`config.mk`:
```
export PLATFORM = sky130hd
export DESIGN_NAME = dqs_burst_seq
export DESIGN_NICKNAME = d
export VERILOG_FILES = /design/src/rtl/dqs_burst_seq_pkg.sv /design/src/rtl/dqs_phase_cnt.sv /design/src/rtl/dqs_burst_seq.sv
export SDC_FILE = /design/constraint.sdc
export NUM_CORES = 1
export LEC_CHECK = 0
export ABC_AREA = 1
export CAP_MARGIN = 5
export CORE_MARGIN = 2
export CORE_UTILIZATION = 25
export DETAILED_ROUTE_END_ITERATION = 8
export PLACE_DENSITY = 0.45
export SLEW_MARGIN = 20
export SYNTH_ARGS = -nofsm -noshare
export SYNTH_HDL_FRONTEND = slang
export SYNTH_SLANG_ARGS = --single-unit
```
`constraint.sdc`:
```
create_clock -name clk -period 1.7 [get_ports clk]
set_clock_uncertainty 0.05 [all_clocks]
set_input_delay 0.425 -clock clk [delete_from_list [all_inputs] [get_ports clk]]
set_output_delay 0.425 -clock clk [all_outputs]
set_load 0.02 [all_outputs]
```
`src/rtl/dqs_burst_seq_pkg.sv`:
```
// Shared DDR3 PHY definitions for the DQS burst sequencer: phase encoding and
// default preamble/postamble lengths.
package dqs_burst_seq_pkg;

  localparam int STATE_W       = 3;
  localparam int DEF_PREAMBLE  = 1;
  localparam int DEF_POSTAMBLE = 1;

  typedef enum logic [STATE_W-1:0] {
    ST_IDLE  = 3'd0,
    ST_PRE   = 3'd1,
    ST_BURST = 3'd2,
    ST_POST  = 3'd3,
    ST_GAP   = 3'd4
  } dqs_state_e;

  // A burst of len+1 DQS periods lasts 2*(len+1) clk cycles; the counter is
  // loaded with that minus one, which is simply {len, 1'b1}.
  function automatic logic [15:0] burst_load(input logic [14:0] len);
    return {len, 1'b1};
  endfunction

endpackage

```
`src/rtl/dqs_phase_cnt.sv`:
```
// Loadable down-counter shared by every DQS phase; tc flags the last cycle of
// the phase currently loaded.
module dqs_phase_cnt #(
  parameter int W = 5
) (
  input  logic         clk,
  input  logic         rst_n,
  input  logic         load,
  input  logic [W-1:0] load_val,
  input  logic         dec,
  output logic         tc
);

  logic [W-1:0] cnt_q;

  always_ff @(posedge clk or negedge rst_n) begin
    if (!rst_n)
      cnt_q <= '0;
    else if (load)
      cnt_q <= load_val;
    else if (dec && (cnt_q != '0))
      cnt_q <= cnt_q - 1'b1;
  end

  assign tc = (cnt_q == '0);

endmodule

```
`src/rtl/dqs_burst_seq.sv`:
```
// DQS pad sequencer: walks one write/read burst through preamble, toggle,
// postamble and a turnaround gap, driving the IOBUFDS data/tristate inputs.
module dqs_burst_seq
  import dqs_burst_seq_pkg::*;
#(
  parameter int LANES            = 2,
  parameter int PREAMBLE_CYCLES  = DEF_PREAMBLE,
  parameter int POSTAMBLE_CYCLES = DEF_POSTAMBLE,
  parameter int LEN_W            = 4
) (
  input  logic             clk,
  input  logic             rst_n,
  input  logic             cmd_valid,
  output logic             cmd_ready,
  input  logic             cmd_write,
  input  logic [LEN_W-1:0] cmd_len,
  output logic [LANES-1:0] dqs_data,
  output logic [LANES-1:0] dqs_tri,
  output logic             rd_window,
  output logic             busy,
  output logic             done
);

  localparam int CW = LEN_W + 1;
  localparam logic [CW-1:0] PRE_LD  = CW'(PREAMBLE_CYCLES - 1);
  localparam logic [CW-1:0] POST_LD = CW'(POSTAMBLE_CYCLES - 1);

  dqs_state_e       state_q, state_d;
  logic             wr_q;
  logic [LEN_W-1:0] len_q;
  logic             ph_load, ph_tc;
  logic [CW-1:0]    ph_val;
  logic             accept;

  logic             wr_d, drive_d, tog_d, rdw_d;
  logic [15:0]      burst_ld;

  assign accept   = cmd_valid && (state_q == ST_IDLE);
  assign burst_ld = burst_load(15'(len_q));

  dqs_phase_cnt #(.W(CW)) u_phase_cnt (
    .clk      (clk),
    .rst_n    (rst_n),
    .load     (ph_load),
    .load_val (ph_val),
    .dec      (!ph_load),
    .tc       (ph_tc)
  );

  always_ff @(posedge clk or negedge rst_n) begin
    if (!rst_n) begin
      state_q <= ST_IDLE;
      wr_q    <= 1'b0;
      len_q   <= '0;
    end else begin
      state_q <= state_d;
      if (accept) begin
        wr_q  <= cmd_write;
        len_q <= cmd_len;
      end
    end
  end

  always_comb begin
    state_d = state_q;
    ph_load = 1'b0;
    ph_val  = '0;
    case (state_q)
      ST_IDLE: if (cmd_valid) begin
        state_d = ST_PRE;
        ph_load = 1'b1;
        ph_val  = PRE_LD;
      end
      ST_PRE: if (ph_tc) begin
        state_d = ST_BURST;
        ph_load = 1'b1;
        ph_val  = burst_ld[CW-1:0];
      end
      ST_BURST: if (ph_tc) begin
        state_d = ST_POST;
        ph_load = 1'b1;
        ph_val  = POST_LD;
      end
      ST_POST: if (ph_tc) state_d = ST_GAP;
      ST_GAP:  state_d = ST_IDLE;
      default: state_d = ST_IDLE;
    endcase
  end

  // Outputs are computed from the next state so the pads see each phase on
  // the same edge the FSM enters it.
  always_comb begin
    wr_d    = accept ? cmd_write : wr_q;
    drive_d = wr_d && ((state_d == ST_PRE) || (state_d == ST_BURST) ||
                       (state_d == ST_POST));
    // First toggle cycle drives 1, then invert the currently driven level.
    tog_d   = wr_d && (state_d == ST_BURST) &&
              ((state_q == ST_BURST) ? ~dqs_data[0] : 1'b1);
    rdw_d   = !wr_d && (state_d == ST_BURST);
  end

  always_ff @(posedge clk or negedge rst_n) begin
    if (!rst_n) begin
      dqs_tri   <= '1;
      dqs_data  <= '0;
      rd_window <= 1'b0;
      busy      <= 1'b0;
      done      <= 1'b0;
      cmd_ready <= 1'b1;
    end else begin
      dqs_tri   <= {LANES{~drive_d}};
      dqs_data  <= {LANES{tog_d}};
      rd_window <= rdw_d;
      busy      <= (state_d != ST_IDLE);
      done      <= (state_d == ST_GAP);
      cmd_ready <= (state_d == ST_IDLE);
    end
  end

endmodule
```
### Word level (Yosys, flattened, before mapping)

Cells that the tools add are included.

* bits in registers: 19
* input bits: 8
* output and inout port bits: 8
* logic and storage cells: 51

* add/subtract/negate cells: 1
* equal/unequal tests: 7
* muxes and demuxes: 14
* bitwise gates (word level): 2
* reductions and logical operators: 17

Operators by type and width (number)
* $mux W5: 4
* $eq A3 B2 Y1 const B: 4
* $mux W3: 4
* $pmux W3 S4: 1
* $eq A3 B1 Y1 const B: 2
* $logic_and A1 B1 Y1: 6
* $logic_not A3 Y1: 2
* $logic_not A5 Y1: 1
* $reduce_bool A5 Y1: 1
* $sub A5 B1 Y5 const B: 1
* $mux W1: 4
* $eq A3 B3 Y1 const B: 1
* $reduce_bool A3 Y1: 1
* $logic_not A1 Y1: 2
* $logic_or A1 B1 Y1: 2
* $not A1 Y1: 2
* $pmux W1 S2: 1
* $reduce_bool A2 Y1: 1
* $reduce_or A2 Y1: 1

### Logic depth before layout (Yosys ltp)

* depth in word-level cells: 8
* gate-level depth with buffers: 9
* mapped depth without buffers: 9

### Modules after synthesis

A second synthesis with hierarchy kept.

* cell total of the unflattened synthesis: 122
* area total of the unflattened synthesis: 974.7 sq um

Modules (own cells, without submodules)
* dqs_burst_seq: times used 1, cells each 76, area each 639.4 sq um, seq. area each 352.8 sq um
* dqs_phase_cnt: times used 1, cells each 46, area each 335.3 sq um, seq. area each 125.1 sq um

### Worst setup path before layout

No wires, ideal clock.

* path kind: flip-flop to flip-flop
* start: reg u_phase_cnt.cnt_q[0]
* end: reg rd_window
* setup time: 0.119 ns
* arrival time: 1.224 ns
* required time: 1.531 ns
* slack: 0.307 ns
* cell stages (with the launch flop): 10
* path buffers: 0
* period minus slack after synthesis: 1.393 ns
* cell sequence: dfrtp_1 inv_1 ha_1 nand2_1 nor2_2 nand2_1 nand2_1 nand2_2 nand2_2 nor2_1

* cells in the longest elaborated chain, start to end: 5
* elaborated cells between the ends (all ways): 7
* those cells by class: 1 x eq/ne; 4 x mux; 2 x reduce/logical

RTL lines
* from (decl): line dqs_phase_cnt.sv:14 `logic [W-1:0] cnt_q;`
* from (signal assigned): line dqs_phase_cnt.sv:20 `cnt_q <= load_val;`
* from (signal assigned): line dqs_phase_cnt.sv:22 `cnt_q <= cnt_q - 1'b1;`
* $logic_not A5 Y1 *: line dqs_phase_cnt.sv:25 `assign tc = (cnt_q == '0);`
* $mux W3, on equally long branches: line dqs_burst_seq.sv:84, dqs_burst_seq.sv:74, dqs_burst_seq.sv:79
* $pmux W3 S4 *: line dqs_burst_seq.sv:68 `case (state_q)`
* via state_d[1]: line dqs_burst_seq.sv:28 `dqs_state_e state_q, state_d;`
* $eq A3 B2 Y1 *: line dqs_burst_seq.sv:99 `rdw_d = !wr_d && (state_d == ST_BURST);`
* $logic_and A1 B1 Y1 *: line dqs_burst_seq.sv:99
* via rdw_d: line dqs_burst_seq.sv:35 `logic wr_d, drive_d, tog_d, rdw_d;`
* to (signal assigned): line dqs_burst_seq.sv:113 `rd_window <= rdw_d;`
* to (decl): line dqs_burst_seq.sv:19 `output logic rd_window,`

Mark *: on every way through the listed nets, which the timed path passes. The rest lies on a longest branch.
A chain may end at the register's enable or synchronous reset.

### Worst setup path in the final report

* start: reg done
* end: out done

RTL lines
* from (decl): line dqs_burst_seq.sv:21 `output logic done`
* from (signal assigned): line dqs_burst_seq.sv:115 `done <= (state_d == ST_GAP);`

No word-level cell between the ends.

==> results by stage <==
Detailed routing:
- The number of DRC markers in iteration 0 is 5.
- For this run, design rule violations remaining after detail routing come to 0.
- The ratio of routed vias to standard cells is 4.10.
- Detailed routing inserted a total of 743 vias.
- The first TritonRoute pass finished after 2 iterations.
- Wires add up to 1.78 mm.
- The routed wirelength normalized by instance count is just under 10 um.
- In this run the remaining antenna-violating nets after routing total 0.

Clock network:
- Counting along the longest clock path gives a buffer depth of 2.
- The total clock buffers created by CTS is 3.
- For this design, the sink count on the clock tree is 19.
- TritonCTS built the clock tree.
- The master cell of the clock root buffer is sky130_fd_sc_hd__clkbuf_8.
- At the later pin of the worst-skew pair, clock insertion delay measures about 0.25 ns.
- Clock-pin slew was measured on the worst setup and hold paths at roughly 0.070 ns.
- The level count of the clock H-tree is 1.

Worst setup path:
- Together, buffers and inverters on the worst path number 1.
- The largest fanout on the critical path is 1.
- The data required time at the worst endpoint is roughly 1.2 ns.
- The cell count of the worst reg-to-reg path is 9.
- The endpoint identified for the worst register-to-register timing path is rd_window$_DFF_PN0_.
- Data on the critical path arrives at its endpoint at between 1 and 1.5 ns.
- Across all register-to-register paths, the minimum setup slack is around 0.16 ns.
- STA classifies the critical path startpoint as a flop.
- The critical path starts at done$_DFF_PN0_.
- The total stage count of the critical path is 1.
- Traced cell by cell, the critical path runs through clkdlybuf4s50_1.
- STA classifies the critical path endpoint as a primary output.
- The class of the most critical setup path is reg -> out.
- In this run the critical register-to-register path is launched from u_phase_cnt.cnt_q[1]$_DFFE_PN0P_.
- The termination of the worst setup path is done.
- The largest stage delay on the critical path is around 0.59 ns.
- On the critical path, the stage with the largest delay is an instance of sky130_fd_sc_hd__clkdlybuf4s50_1.
- The cell family with the largest share of critical-path delay is buffers and inverters.

Logic synthesis:
- Summing every instance area after synthesis gives 987 um^2.
- The mean area per synthesized cell is ~9 um^2.
- The synthesized design contains 19 register bits.
- The net count after synthesis is 121.
- During synthesis, Yosys emitted a total of 0 warnings.
- Synthesis instantiated 25 different standard cells from the library.
- The gate count of the mapped netlist is between 100 and 150.
- The post-synthesis sequential area ratio is between 40% and 50%.

Min path:
- Along the worst hold path, the cell count comes to 2.
- The worst hold path class is reg -> reg.

Floorplan:
- Row generation in the floorplan step produced 22 rows.
- The number of top-level design ports is 16.
- The vertical extent of the die is about 67 um.
- From left edge to right edge, the die measures around 67 um.
- The floorplan step defined a die boundary enclosing between 4000 and 5000 um^2.
- The region available for standard cell placement spans 3720 um^2.
- The initial standard-cell utilization of the core is 26.6%.

Global route:
- The global-route met1 utilization is around an eighth.
- The initial antenna violation count is 0.
- The maximum number of pins on one net before global-route repair is 20.
- The remaining global-route overflow is 0.
- The global-route wire length before repair is ~3.2 mm.
- Global routing used around 1% of the available met3 tracks.
- The number of global-route vias before repair is approximately 740.
- The most congested layer reported by global routing is met2.
- For this run, global-route usage on met2 was measured as 16.0%.
- The total track usage is under 10%.

Placed design:
- Counting tap cells, the placed design contains a total of 177 instances.
- The post-placement worst setup slack is -0.0662 ns.
- The HPWL after detailed placement is 1.47 mm.
- At the end of routability-driven placement, the weighted congestion stood at 0.815.
- Input and output buffers added on the ports amount to 15.

STA:
- The final max-slew violation count was 0.
- Derived from the worst setup path, the maximum achievable clock frequency is slightly above 0.6 GHz.
- Setup repair after global routing left no endpoint under its margin.
- At the pin with the least slew margin, the transition time is around 0.24 ns.
- The setup-violating endpoint count in the final report is 0.
- Measured against its own limit, the worst slew margin works out to ~84%.
- Counting I/O delays and the setup requirement, the final critical path takes between 1.5 and 2 ns.
- The share of the clock period used by the worst path after layout is between 90% and 100%.
- On the final layout, the worst hold slack is 0.437 ns.
- The minimum setup slack in the final design is around 0.055 ns.
- The final number of hold-violating endpoints is 0.

Layout:
- After the flow finishes, the layout carries non-filler instances totaling between 150 and 200.
- The area taken by flip-flops and latches is between 400 and 500 um^2.
- For this run, the post-layout net count is between 100 and 150.
- After filler insertion, the fill cell instance count of the layout stands at 408.
- The multi-input combinational cells in the finished layout cover a total of between 400 and 500 um^2.
- Compared with the post-synthesis result, the final layout area differs by 27.6%.
- Of the cells placed in the final design, the portion with a size suffix greater than 1 is 21.8%.
- 0 antenna diodes ended up in the layout.

Pwr:
- The worst vdd rail ir drop is around 0.66 mV.
- The power density over the cells is around 1800 nW/um^2.
- The leakage power is between 0.0006 and 0.0007 uW.
- The total power of the final layout is 2260 uW.

Flow run:
- Max-cap violations in this run came to 0.

Status:
- The flow ran to the end, and the final reports show no timing, DRC or antenna violations.
==> where the power goes <==
part	switching, uW	internal (uW)
clock	144	163
combinational	721	469
sequential	110	653
total	974	1280
==> worst min path at each step <==
stage	slack, ns	end	from
6_report	0.44	len_q[2]$_DFFE_PN0P_	len_q[2]$_DFFE_PN0P_
5_1_grt	0.45	len_q[2]$_DFFE_PN0P_	len_q[2]$_DFFE_PN0P_
4_1_cts	0.44	len_q[1]$_DFFE_PN0P_	len_q[1]$_DFFE_PN0P_
3_5_place_dp	0.42	len_q[1]$_DFFE_PN0P_	len_q[1]$_DFFE_PN0P_
3_3_place_gp	0.42	len_q[2]$_DFFE_PN0P_	len_q[2]$_DFFE_PN0P_
2_1_floorplan	0.08	busy$_DFF_PN0_	rst_n
==> synth_stat cells <==
| cell type | n | share of area (%) |
|---|---|---|
| sky130_fd_sc_hd__nor3_1 | 2 | 1.0 |
| sky130_fd_sc_hd__nand3b_1 | 1 | 0.76 |
| sky130_fd_sc_hd__a21oi_1 | 4 | 2.0 |
| sky130_fd_sc_hd__inv_2 | 4 | 1.5 |
| sky130_fd_sc_hd__nand2_1 | 36 | 14 |
| sky130_fd_sc_hd__buf_4 | 3 | 2.3 |
| sky130_fd_sc_hd__xor2_1 | 2 | 1.8 |
| sky130_fd_sc_hd__nand3_4 | 2 | 3.5 |
| sky130_fd_sc_hd__nand4_4 | 1 | 2.2 |
| sky130_fd_sc_hd__nor3_2 | 1 | 1.0 |
| sky130_fd_sc_hd__o21ai_1 | 1 | 0.51 |
| sky130_fd_sc_hd__inv_4 | 1 | 0.63 |
| sky130_fd_sc_hd__nor2_4 | 2 | 2.3 |
| sky130_fd_sc_hd__nor2_2 | 1 | 0.63 |
| sky130_fd_sc_hd__a31oi_1 | 1 | 0.63 |
| sky130_fd_sc_hd__nand2_2 | 4 | 2.5 |
| sky130_fd_sc_hd__ha_1 | 2 | 2.5 |
| sky130_fd_sc_hd__nand3_1 | 7 | 3.5 |
| sky130_fd_sc_hd__nor2_1 | 6 | 2.3 |
| sky130_fd_sc_hd__nand4_1 | 1 | 0.63 |
| sky130_fd_sc_hd__dfstp_2 | 2 | 5.3 |
| sky130_fd_sc_hd__inv_1 | 8 | 3.0 |
| sky130_fd_sc_hd__o21ai_0 | 1 | 0.51 |
| sky130_fd_sc_hd__nor2_8 | 1 | 2.0 |
| sky130_fd_sc_hd__dfrtp_1 | 17 | 43 |
==> cells in the final DEF, fill, tap and decap left out, types with 2 or more instances in the layout <==
cell and instances:
sky130_fd_sc_hd__nand2_1 36, sky130_fd_sc_hd__dlygate4sd2_1 5, sky130_fd_sc_hd__nor2_1 6, sky130_fd_sc_hd__buf_4 6, sky130_fd_sc_hd__nor2_4 2, sky130_fd_sc_hd__clkbuf_8 3, sky130_fd_sc_hd__inv_2 4, sky130_fd_sc_hd__nand3_1 7
sky130_fd_sc_hd__nand3_4 2, sky130_fd_sc_hd__nand2_2 4, sky130_fd_sc_hd__dfstp_2 2, sky130_fd_sc_hd__inv_1 8, sky130_fd_sc_hd__xor2_1 2, sky130_fd_sc_hd__ha_1 2, sky130_fd_sc_hd__a21oi_1 4, sky130_fd_sc_hd__dfrtp_1 17
sky130_fd_sc_hd__nor3_1 2, sky130_fd_sc_hd__clkdlybuf4s50_1 10
==> registers in the layout, indices dropped and copies added (netlist names) <==
signal and count:
wr_q 1, dqs_tri 1, u_phase_cnt.cnt_q 5, cmd_ready 1
busy 1, done 1, rd_window 1, len_q 4
dqs_data 1, state_q 3
==> routing by layer <==
metal / wire length, um / vias to the layer above / share of wire [%]
met2: 911 / 7 / 51
met5: 0 / - / 0
li1: - / 393 / -
met3: 25 / 4 / 1.4
met1: 807 / 339 / 45
met4: 35 / 0 / 2.0
==> worst min-delay path: stages (launching register included) <==
cell	delay, ns
sky130_fd_sc_hd__dfrtp_1	0.34
sky130_fd_sc_hd__nand2_1	0.06
sky130_fd_sc_hd__nand2_1	0.05
==> layout make-up <==
class                   count  area share (%)
well taps                  48            4.77
inverters                  13            4.07
clock buffers               3            3.28
repair buffers             21            15.0
clock inverters             1           0.397
flip-flops and latches     19            37.9
multi-input cells          76            34.6
==> per-stage QoR <==
| stage | utilization [%] | setup TNS, ns | instance area, um^2 |
|---|---|---|---|
| floorplan | - | 0 | 987 |
| CTS | 33.9 | 0 | 1260 |
| global placement | 32.8 | -0.00347 | 1220 |
| detailed placement | 32.8 | -0.0709 | 1220 |
| global route | 33.9 | 0 | 1260 |
| finish | 33.9 | 0 | 1260 |
==> logic make-up (layout without fill, tap and decap cells) <==
logic type	count (synthesis)	in the layout	synth area share (%)
xor gates and xnor gates	2	2	1.77
DFF	19	19	48.4
and+or+nand+nor	65	65	36.1
buffers and inverters	16	38	7.48
adders and majority gates	2	2	2.53
AOI/OAI and AO/OA	7	7	3.68
==> what timing repair did <==
item,CTS,global route
setup buffers,0,0
gates resized for setup,5,0
setup endpoints to repair,5,0
hold buffers,0,0
Note: power is estimated with default switching activity, not from simulation.
